===== src/rtl/idma_desc64_nch_arb.sv =====
// rtl/idma_desc64_nch_arb.sv - N-channel iDMA request arbiter with in-order response router
module idma_desc64_nch_arb #(
    parameter int unsigned NumChannels  = 2,
    parameter int unsigned BackendDepth = 5,
    parameter int unsigned ArbMode      = 0,
    parameter type         idma_req_t   = logic,
    parameter type         idma_rsp_t   = logic,
    parameter int unsigned IdxWidth     = (NumChannels > 1) ? $clog2(NumChannels) : 1,
    parameter int unsigned CntWidth     = $clog2(BackendDepth + 1)
) (
    input  logic                              clk_i,
    input  logic                              rst_ni,
    input  idma_req_t [NumChannels-1:0]       ch_req_i,
    input  logic      [NumChannels-1:0]       ch_req_valid_i,
    output logic      [NumChannels-1:0]       ch_req_ready_o,
    output idma_rsp_t [NumChannels-1:0]       ch_rsp_o,
    output logic      [NumChannels-1:0]       ch_rsp_valid_o,
    input  logic      [NumChannels-1:0]       ch_rsp_ready_i,
    output idma_req_t                         be_req_o,
    output logic                              be_req_valid_o,
    input  logic                              be_req_ready_i,
    input  idma_rsp_t                         be_rsp_i,
    input  logic                              be_rsp_valid_i,
    output logic                              be_rsp_ready_o,
    output logic      [NumChannels-1:0]       ch_busy_o,
    output logic      [CntWidth-1:0]          inflight_o,
    output logic                              err_o
);

    localparam int unsigned PtrWidth = (BackendDepth > 1) ? $clog2(BackendDepth) : 1;

    logic [IdxWidth-1:0] fifo_q [BackendDepth];
    logic [IdxWidth-1:0] fifo_d [BackendDepth];
    logic [PtrWidth-1:0] wr_ptr_q, wr_ptr_d, rd_ptr_q, rd_ptr_d;
    logic [CntWidth-1:0] fill_q, fill_d;
    logic [CntWidth-1:0] cnt_q [NumChannels];
    logic [CntWidth-1:0] cnt_d [NumChannels];
    logic [IdxWidth-1:0] rr_ptr_q, rr_ptr_d;
    logic                lock_q, lock_d;
    logic [IdxWidth-1:0] lock_idx_q, lock_idx_d;
    logic                err_q, err_d;

    logic [IdxWidth-1:0] arb_idx, grant, head;
    logic                arb_found, any_valid, fifo_full, fifo_empty;
    logic                req_hs, rsp_hs;
    int unsigned         arb_c;
    logic [31:0]         cnt_sum;

    assign fifo_full  = (fill_q == CntWidth'(BackendDepth));
    assign fifo_empty = (fill_q == '0);
    assign any_valid  = |ch_req_valid_i;
    assign head       = fifo_q[rd_ptr_q];

    // Round-robin scans from rr_ptr with wrap; fixed priority scans from index 0.
    always_comb begin
        arb_idx   = '0;
        arb_found = 1'b0;
        arb_c     = 0;
        for (int unsigned k = 0; k < NumChannels; k++) begin
            if (ArbMode == 0) begin
                arb_c = (32'(rr_ptr_q) + k) % NumChannels;
            end else begin
                arb_c = k;
            end
            if (!arb_found && ch_req_valid_i[arb_c]) begin
                arb_idx   = IdxWidth'(arb_c);
                arb_found = 1'b1;
            end
        end
    end

    assign grant          = lock_q ? lock_idx_q : arb_idx;
    assign be_req_o       = ch_req_i[grant];
    assign be_req_valid_o = rst_ni && (any_valid || lock_q) && !fifo_full;
    assign be_rsp_ready_o = rst_ni && ch_rsp_ready_i[head] && !fifo_empty;
    assign req_hs         = be_req_valid_o && be_req_ready_i;
    assign rsp_hs         = be_rsp_valid_i && be_rsp_ready_o;

    always_comb begin
        ch_req_ready_o = '0;
        ch_rsp_valid_o = '0;
        ch_rsp_o       = '0;
        ch_busy_o      = '0;
        for (int unsigned i = 0; i < NumChannels; i++) begin
            ch_req_ready_o[i] = rst_ni && (grant == IdxWidth'(i)) && be_req_ready_i && !fifo_full;
            ch_rsp_valid_o[i] = rst_ni && (head == IdxWidth'(i)) && be_rsp_valid_i && !fifo_empty;
            ch_rsp_o[i]       = be_rsp_i;
            ch_busy_o[i]      = (cnt_q[i] != '0);
        end
    end

    assign inflight_o = fill_q;
    assign err_o      = err_q;

    always_comb begin
        fifo_d     = fifo_q;
        wr_ptr_d   = wr_ptr_q;
        rd_ptr_d   = rd_ptr_q;
        fill_d     = fill_q;
        cnt_d      = cnt_q;
        rr_ptr_d   = rr_ptr_q;
        lock_d     = lock_q;
        lock_idx_d = lock_idx_q;
        err_d      = err_q | (be_rsp_valid_i && fifo_empty);

        if (req_hs) begin
            fifo_d[wr_ptr_q] = grant;
            wr_ptr_d = (wr_ptr_q == PtrWidth'(BackendDepth - 1)) ? '0 : wr_ptr_q + 1'b1;
            lock_d   = 1'b0;
            if (ArbMode == 0) begin
                rr_ptr_d = (grant == IdxWidth'(NumChannels - 1)) ? '0 : grant + 1'b1;
            end
        end else if (be_req_valid_o) begin
            // Hold the grant until the backend takes it, so the request stays stable.
            lock_d     = 1'b1;
            lock_idx_d = grant;
        end

        if (rsp_hs) begin
            rd_ptr_d = (rd_ptr_q == PtrWidth'(BackendDepth - 1)) ? '0 : rd_ptr_q + 1'b1;
        end

        if (req_hs && !rsp_hs) begin
            fill_d = fill_q + 1'b1;
        end else if (!req_hs && rsp_hs) begin
            fill_d = fill_q - 1'b1;
        end

        for (int unsigned i = 0; i < NumChannels; i++) begin
            if (req_hs && (grant == IdxWidth'(i)) && !(rsp_hs && (head == IdxWidth'(i)))) begin
                cnt_d[i] = cnt_q[i] + 1'b1;
            end else if (rsp_hs && (head == IdxWidth'(i)) && !(req_hs && (grant == IdxWidth'(i)))) begin
                cnt_d[i] = cnt_q[i] - 1'b1;
            end
        end
    end

    always_ff @(posedge clk_i) begin
        if (!rst_ni) begin
            wr_ptr_q   <= '0;
            rd_ptr_q   <= '0;
            fill_q     <= '0;
            rr_ptr_q   <= '0;
            lock_q     <= 1'b0;
            lock_idx_q <= '0;
            err_q      <= 1'b0;
            for (int unsigned i = 0; i < NumChannels; i++) begin
                cnt_q[i] <= '0;
            end
        end else begin
            wr_ptr_q   <= wr_ptr_d;
            rd_ptr_q   <= rd_ptr_d;
            fill_q     <= fill_d;
            rr_ptr_q   <= rr_ptr_d;
            lock_q     <= lock_d;
            lock_idx_q <= lock_idx_d;
            err_q      <= err_d;
            cnt_q      <= cnt_d;
        end
        fifo_q <= fifo_d;
    end

    always_comb begin
        cnt_sum = '0;
        for (int unsigned i = 0; i < NumChannels; i++) begin
            cnt_sum = cnt_sum + 32'(cnt_q[i]);
        end
    end

    always_ff @(posedge clk_i) begin
        if (rst_ni) begin
            assert (cnt_sum == 32'(fill_q));
        end
    end

endmodule


===== config.mk =====
export PLATFORM = sky130hd
export DESIGN_NAME = idma_desc64_nch_arb
export DESIGN_NICKNAME = d
export VERILOG_FILES = /design/src/rtl/idma_desc64_nch_arb.sv
export SDC_FILE = /design/constraint.sdc
export NUM_CORES = 1
export LEC_CHECK = 0
export CORE_MARGIN = 2
export CORE_UTILIZATION = 40
export DETAILED_ROUTE_END_ITERATION = 8
export PLACE_DENSITY = 0.61
export SETUP_SLACK_MARGIN = 0.5
export SKIP_CTS_REPAIR_TIMING = 1
export SYNTH_ARGS = -nofsm -noshare
export SYNTH_HDL_FRONTEND = slang
export SYNTH_SLANG_ARGS = --single-unit

===== constraint.sdc =====
create_clock -name clk_i -period 3.2 [get_ports clk_i]
set_input_delay 0.32 -clock clk_i [delete_from_list [all_inputs] [get_ports clk_i]]
set_output_delay 0.32 -clock clk_i [all_outputs]
set_load 0.02 [all_outputs]

Word-level counts from Yosys, hierarchy flattened
Cells that the tools add are included.

Eq/ne operators: 3. Bitwise operators: 7. Divide/modulo/power cells: 0. Multiplexer cells: 27. Multipliers: 0. Reductions and logical operators: 50. $lt $le $gt $ge: 7. Add/subtract/negate cells: 10. Shifts and indexed selects: 0.

Operators with widths (number): $logic_and A1 B1 Y1 (31); $mux W3 (8); $mux W1 (16); $add A3 B1 Y3 const B (5); $eq A3 B3 Y1 const B (3); $logic_not A1 Y1 (9); $sub A3 B1 Y3 const B (3); $ge A4 B4 Y1 const B (2); $lt A1 B2 Y1 const B (4); $not A3 Y4 (2); $reduce_bool A2 Y1 (3); $reduce_bool A3 Y1 (2); $bwmux W5 (1); $lt A4 B1 Y1 const B (1); $not A1 Y1 (4); $reduce_or A2 Y1 (2); $bmux W1 S3 (1); $demux W1 S3 (1); $logic_not A3 Y1 (1); $add A1 B1 Y1 const B (2); $reduce_and A2 Y1 (1); $logic_or A1 B1 Y1 (1); $or A1 B1 Y1 (1).

Bits in latches: 0. ROM bits: 0. Memories kept: 0. Memory bits (writable): 0. Word-level logic and storage cells: 118. Register bits: 24.

Longest topological paths before layout
Gate-level depths: netlist of run 1.

Depth in word-level cells: 13. Mapped depth: 12. Depth with buffers taken out: 10.

Least setup slack after synthesis of run 1
No wires, ideal clock.

Path type: register to register. Start point: reg fill_q[0], in the netlist inflight_o[0]. End point: reg fill_q[2], in the netlist inflight_o[2]. Data arrival time: 2504 ps. Stages on the path, launching flop included: 12. Buffers on the path: 1. Path slack: 620 ps. Clock period less this slack: 2580 ps. Cell sequence: dfxtp_1 > nor3_1 > and3b_2 > o311ai_2 > and2_1 > buf_6 > ha_1 > inv_1 > fa_1 > xor2_1 > or3_1 > a21boi_0.

Longest elaborated chain between the ends: 7. Elaborated cells on any way between the ends: 17.

RTL lines: start, declared (RTL line 35) `logic [CntWidth-1:0] fill_q, fill_d;`; start signal, assigned (RTL line 153) `fill_q <= fill_d;`; parallel branches: the longest is 7 deep, another holds $sub A3 B1 Y3.

Parallel ways; which one is timed is not known. The select of a mux whose other input is x is not followed. A chain may end at the register's enable or synchronous reset.

Worst setup path in the final report of run 1
Start point: reg rd_ptr_q[2]. End point: reg fill_q[2], in the netlist inflight_o[2].

Longest elaborated chain between the ends: 12. Elaborated cells on any way between the ends: 14.

RTL lines: start, declared (RTL line 34) `logic [PtrWidth-1:0] wr_ptr_q, wr_ptr_d, rd_ptr_q, rd_ptr_d;`; start signal, assigned (RTL line 152) `rd_ptr_q <= rd_ptr_d;`; $not A3 Y4 (implied by the code) (*) (RTL line 52) `assign head = fifo_q[rd_ptr_q];`; $bmux W1 S3 (*) (RTL line 52); $mux W1 (implied by the code) (*) (2 in series) (RTL line 52); $mux W1 (implied by the code) (*) (2 in series) (RTL line 75) `assign be_rsp_ready_o = rst_ni && ch_rsp_ready_i[head] && !fifo_empty;`; $logic_and A1 B1 Y1 (*) (2 in series) (RTL line 75); $logic_and A1 B1 Y1 (*) (RTL line 77) `assign rsp_hs = be_rsp_valid_i && be_rsp_ready_o;`; $logic_not A1 Y1 (RTL line 123) `if (req_hs && !rsp_hs) begin`; $logic_and A1 B1 Y1 (RTL line 123); $mux W3 / $reduce_bool A2 Y1 (equally long branches).

Mark *: on every way between the ends. The rest lies on a longest branch, timed or not. The select of a mux whose other input is x is not followed.

==> reports/metrics.yaml, run 1 <==
fin_crit_ps: 2620
place.gp.congestion: 0.743
port-buffer-count: 22
start_util_pct: 42.2
slew_viol_final: 0
synth-seq-area-share_pct: 37.4
crit_slowest_cell: "dfxtp_4"
startpoint_type: "flop"
wire_per_inst_um: 12.3
rows: 21
leakagePower_nw: 0.698
ir_drop_uv: 208
fin_cells: 222
critPathMaxStageDelay_ps: 400
critPathKind: "reg -> reg"
dpl_worst_slack_ps: 326
grt_pass1_wl_um: 4580
hold_viol: 0
gr-usage-all-layers_pct: 14.1
rsz0062_at_grt: "yes"
crit_chain: "mux2i_2 -> nor3_1 -> o311ai_2 -> and2_4 -> ha_1 -> inv_1 -> fa_1 -> xor2_1 -> or3_1 -> a21boi_0"
dieArea_mm2: 0.00404
cts_buffers: 3
dp.cells: 212
cts_tree: "done"
drt_first_pass_iters: 4
nFillCells: 346
ys_types: 36
drt_iter0_markers: 41
core_area_mm2: 0.00336
pin_count: 26
grt_overflow: 0
clkLatencyLatePin_ps: 310
tns_ps: 0
fin_nets: 198
period_share_pct: 81.9
place_area_mm2: 0.00166
synth_cells: 149
drt-total-wl_um: 2730
cts_sinks: 24
synthToLayoutAreaGrowth_pct: 23.5
finalSetupViolations: 0
fp.dieW_um: 63.6
utilization_pct: 52.1
power_mw: 0.697
postRouteAntennaNets: 0
syn-num-nets: 170
cts.clk_slew.worst_paths_ps: 130
hp-class: "reg -> reg"
end_kind: "flop"
antenna_found_initial: 0
htree_levels: 1
dpl.hpwl_um: 2040
grt_pass1_vias: 1000
multiInputGateArea_um2: 793
crit_required_ps: 3450
synth-seq-cells: 24
antenna_cells: 0
synth-warning-count: 0
synth_area_per_cell_um2: 9.52
relSlewSlack_pct: 75.2
final_common_cell: "clkdlybuf4s50_1"
die_h_um: 63.6
layout_common_cells: "21 x clkdlybuf4s50_1, 16 x dfxtp_1, 12 x inv_1"
cts.path.max_buffers: 2
fin_skew_ps: 6.35
fmax_ghz: 0.381
cts_root_buf: "clkbuf_4"
power_density_mw_per_mm2: 398
drive_gt1_share_pct: 14.8
grt_max_degree: 24
arrival_ps: 2870
via_per_inst: 4.92
crit_fanout: 6
hold-worst-slack_ps: 504
regArea_um2: 537
route.detailed.drc: 0
worstMarginPinSlew_ps: 371
fin_area_mm2: 0.00175
num_vias: 1093
outcome: "finished, final reports clean"
setup_slack_ps: 578
maxCapViolCount: 0
synth_area_mm2: 0.00142
==> cells by family (layout without fill, tap and decap cells) <==
logic type	after synthesis	in the layout	synth area share, %
and+or+nand+nor	57	57	22.8
DFF	24	24	37.4
AOI/OAI and AO/OA	22	22	11.5
buffers and inverters	21	48	7.76
adders and majority gates	10	10	10.4
muxes	9	9	6.44
xor gates and xnor gates	6	6	3.70
==> synth_stat cells <==
master | instances | share of area, %
and3b_2 | 1 | 0.71
nor3b_1 | 3 | 1.6
nor3_1 | 5 | 1.8
inv_1 | 12 | 3.2
dfxtp_1 | 19 | 27
a31o_1 | 1 | 0.62
buf_6 | 3 | 2.4
inv_2 | 1 | 0.26
nand3_1 | 2 | 0.71
buf_2 | 1 | 0.35
nand2_1 | 9 | 2.4
nor2_1 | 7 | 1.9
and2_1 | 6 | 2.6
fa_1 | 3 | 4.2
a21oi_1 | 4 | 1.4
xnor2_1 | 3 | 1.9
ha_1 | 7 | 6.2
o21ai_0 | 6 | 2.1
nand3b_1 | 3 | 1.6
xor2_1 | 3 | 1.9
edfxtp_1 | 5 | 11
mux2i_1 | 8 | 5.6
or3_1 | 7 | 3.1
nand4b_1 | 1 | 0.62
nor4b_1 | 1 | 0.62
o32ai_2 | 1 | 1.1
nor4_1 | 4 | 1.8
o21a_2 | 1 | 0.62
o21ai_1 | 2 | 0.71
clkbuf_1 | 2 | 0.53
o2111ai_2 | 1 | 1.1
a21boi_0 | 5 | 2.6
mux2_2 | 1 | 0.79
nor2b_1 | 8 | 3.5
o311ai_2 | 1 | 1.1
buf_4 | 2 | 1.1
==> area by class of cell <==
cell class	instances	share of cell area [%]
inverter	13	2.78
sequential	24	30.6
tap	46	3.28
multi-input combinational	104	45.3
timing repair buffer	31	16.6
clock buffer	4	1.50
==> metal layers <==
metal | global-route usage, % | up-vias | part of all wire, %
met3 | 2.86 | 2 | 4.1
li1 | - | 565 | -
met1 | 19.8 | 509 | 50
met2 | 21.7 | 17 | 46
met4 | 4.35 | 0 | 0.55
met5 | 0 | - | 0
==> critical path, delay by kind of cell (launching register included) <==
family | cells | cell delay [ps]
compound gates | 2 | 530
xor+xnor | 1 | 160
fa+ha+maj | 2 | 560
buf+inv | 1 | 60
flops | 1 | 400
mux | 1 | 230
simple gates | 3 | 610
==> power breakdown <==
group,leakage [nW],internal [mW],switching (mW)
combinational,0.481,0.107,0.100
clock,0.0150,0.0485,0.0871
sequential,0.203,0.330,0.0246
total,0.698,0.485,0.212
==> final timing paths <==
path | depth (start not counted) | start | to | slack [ps]
setup reg to reg | 10 | rd_ptr_q[2] | inflight_o[2] | 580
hold / removal | 2 | cnt_q[5] | cnt_q[5] | 500
hold reg to reg | 2 | cnt_q[5] | cnt_q[5] | 500
setup / recovery | 10 | rd_ptr_q[2] | inflight_o[2] | 580
==> state kept, by name (all words and copies together) (netlist names) <==
| name | count |
|---|---|
| err_o | 1 |
| lock_q | 1 |
| fifo_q | 5 |
| inflight_o | 3 |
| rr_ptr_q | 1 |
| cnt_q | 6 |
| wr_ptr_q | 3 |
| rd_ptr_q | 3 |
| lock_idx_q | 1 |
Power figures use the tool's default switching activity.
==> run 2, diff against run 1 <==
--- a/config.mk
+++ b/config.mk
@@ -8,7 +8,7 @@
 export CORE_MARGIN = 2
 export CORE_UTILIZATION = 40
 export DETAILED_ROUTE_END_ITERATION = 8
-export PLACE_DENSITY = 0.61
+export PLACE_DENSITY = 0.63
 export SETUP_SLACK_MARGIN = 0.5
 export SKIP_CTS_REPAIR_TIMING = 1
 export SYNTH_ARGS = -nofsm -noshare
==> constraint.sdc (replaced) <==
create_clock -name clk_i -period 2.39 [get_ports clk_i]
set_input_delay 0.239 -clock clk_i [delete_from_list [all_inputs] [get_ports clk_i]]
set_output_delay 0.239 -clock clk_i [all_outputs]
set_load 0.02 [all_outputs]
==> run 2 against run 1 <==
Compared with the run above: the run now ends with negative setup slack left; total power is 60% higher; critical path depth stayed put; clock-buffer cell count is 1 lower; combinational power is 62% higher; design area is 15% higher; critical path type unchanged.
==> reports/metrics.yaml, run 2 (synthesis gave the netlist of run 1 again) <==
nFillCells: 309  # was 346
antenna_cells: 0  # unchanged
cts_buffers: 3  # unchanged
drt_iter0_markers: 27  # was 41
relSlewSlack_pct: 77.7  # was 75.2%
utilization_pct: 59.9  # was 52.1%
worstMarginPinSlew_ps: 329  # was 371 ps
fin_nets: 215  # was 198
grt_max_degree: 15  # was 24
core_area_mm2: 0.00336  # unchanged
clkLatencyLatePin_ps: 330  # was 310 ps
rsz0062_at_grt: "yes"  # unchanged
crit_fanout: 5  # was 6
regMostFlops: "cnt_q"  # unchanged
critPathMaxStageDelay_ps: 410  # was 400 ps
route.detailed.drc: 0  # unchanged
drive_gt1_share_pct: 34.7  # was 14.8%
num_vias: 1185  # was 1,093
startpoint_type: "flop"  # unchanged
drt_first_pass_iters: 4  # unchanged
fp.dieW_um: 63.6  # unchanged
period_share_pct: 100  # was 81.9%
postRouteAntennaNets: 0  # unchanged
reg_top3: "cnt_q x6, fifo_q x5"  # unchanged
rows: 21  # unchanged
gr-usage-all-layers_pct: 15.2  # was 14.1%
antenna_found_initial: 0  # unchanged
fmax_ghz: 0.417  # was 0.381 GHz
crit_required_ps: 2670  # was 3450 ps
port-buffer-count: 22  # unchanged
crit_slowest_cell: "dfxtp_4"  # unchanged
htree_levels: 1  # unchanged
power_density_mw_per_mm2: 554  # was 398 mW/mm^2
synthToLayoutAreaGrowth_pct: 42.1  # was 23.5%
final_common_cell: "buf_4"  # was clkdlybuf4s50_1
cts_tree: "done"  # unchanged
crit_chain: "mux2i_4 -> nor3_2 -> o311ai_2 -> and2_4 -> ha_4 -> inv_2 -> fa_2 -> xor2_1 -> or3_1 -> a21boi_1"  # was mux2i_2 -> nor3_1 -> o311ai_2 -> and2_4 -> ha_1 -> inv_1 -> fa_1 -> xor2_1 -> or3_1 -> a21boi_0
drt-total-wl_um: 3000  # was 2730 um
place.gp.congestion: 0.802  # was 0.743
start_util_pct: 42.2  # unchanged
end_kind: "flop"  # unchanged
cts_root_buf: "clkbuf_4"  # unchanged
arrival_ps: 2680  # was 2870 ps
layout_common_cells: "24 x buf_4, 12 x dfxtp_1, 11 x clkdlybuf4s50_1"  # was 21 x clkdlybuf4s50_1, 16 x dfxtp_1, 12 x inv_1
fin_skew_ps: 11.3  # was 6.35 ps
ir_drop_uv: 368  # was 208 uV
grt_overflow: 0  # unchanged
maxCapViolCount: 0  # unchanged
slew_viol_final: 0  # unchanged
dieArea_mm2: 0.00404  # unchanged
hold-worst-slack_ps: 478  # was 504 ps
tns_ps: -20.9  # was 0 ps
leakagePower_nw: 0.893  # was 0.698 nW
cts.clk_slew.worst_paths_ps: 150  # was 130 ps
largest_reg_flops: 6  # unchanged
dpl.hpwl_um: 2210  # was 2040 um
finalSetupViolations: 2  # was 0
wire_per_inst_um: 12.5  # was 12.3 um
grt_pass1_vias: 1134  # was 1,000
die_h_um: 63.6  # unchanged
setup_slack_ps: -10.9  # was 578 ps
dpl_worst_slack_ps: -156  # was 326 ps
grt_pass1_wl_um: 4840  # was 4580 um
cts.path.max_buffers: 2  # unchanged
hold_viol: 0  # unchanged
violations: "negative setup slack"
critPathKind: "reg -> reg"  # unchanged
cts_sinks: 24  # unchanged
pin_count: 26  # unchanged
hp-class: "in -> out"  # was reg -> reg
outcome: "complete, but fails checks"  # was finished, final reports clean
fin_crit_ps: 2400  # was 2620 ps
via_per_inst: 4.96  # was 4.92
[run 2: changes by cell type in the layout (fill, tap and decap cells not counted), moves of 3 or more]
cell and change:
buf_4 +15, clkdlybuf4s50_1 -10, dlymetal6s2s_1 +6, buf_6 +4
dfxtp_1 -4, a21boi_1 +3, dfxtp_2 +3, fa_1 -3
fa_2 +3, ha_1 -3, inv_1 -3, inv_2 +3
[run 2: critical path: cells and delay by family, from the launching register on]
family          cells  cell delay, ps
compound gates      2             470
xor+xnor            1             150
fa+ha+maj           2             460
buf+inv             1              30
flops               1             410
mux                 1             250
simple gates        3             580
[run 2: area by class of cell]
cell class / instances / area, um^2 / share of cell area [%]
clock buffers: 3 / 22.5 / 1.12
clock inverters: 1 / 30.0 / 1.49
inverters: 13 / 48.8 / 2.42
multi-input cells: 104 / 880 / 43.6
flip-flops and latches: 24 / 544 / 27.0
well taps: 46 / 57.6 / 2.86
repair buffers: 48 / 433 / 21.5
[run 2: final timing paths]
kind / from / endpoint / slack, ps / depth (start not counted)
worst max-delay path: rd_ptr_q[1] / inflight_o[2] / -10 / 10
worst min-delay path: be_rsp_i / ch_rsp_o[1] / 480 / 0
worst max register to register: rd_ptr_q[1] / inflight_o[2] / -10 / 10
worst min register to register: cnt_q[5] / cnt_q[5] / 500 / 2
[run 2: power breakdown]
group	total (mW)	internal (mW)	switching (mW)
registers	0.475	0.443	0.0321
logic	0.335	0.183	0.152
clock network	0.306	0.170	0.136
total	1.12	0.796	0.320
[run 2: layer usage]
layer	vias to the layer above	track usage, %	wire [um]
met5	-	0	0
met4	0	4.89	38
met3	4	3.21	122
met2	21	27.6	1500
met1	558	17.6	1340
li1	602	-	-
[run 2: per-stage QoR]
stage / area [um^2] / total power, mW / instances
final: 2020 / 1.12 / 239
after CTS: 1870 / 1.10 / 233
after floorplan: 1460 / 0.670 / 149
after global routing: 2020 / 1.18 / 239
after global placement: 1820 / 0.790 / 229
after detailed placement: 1820 / 0.799 / 229
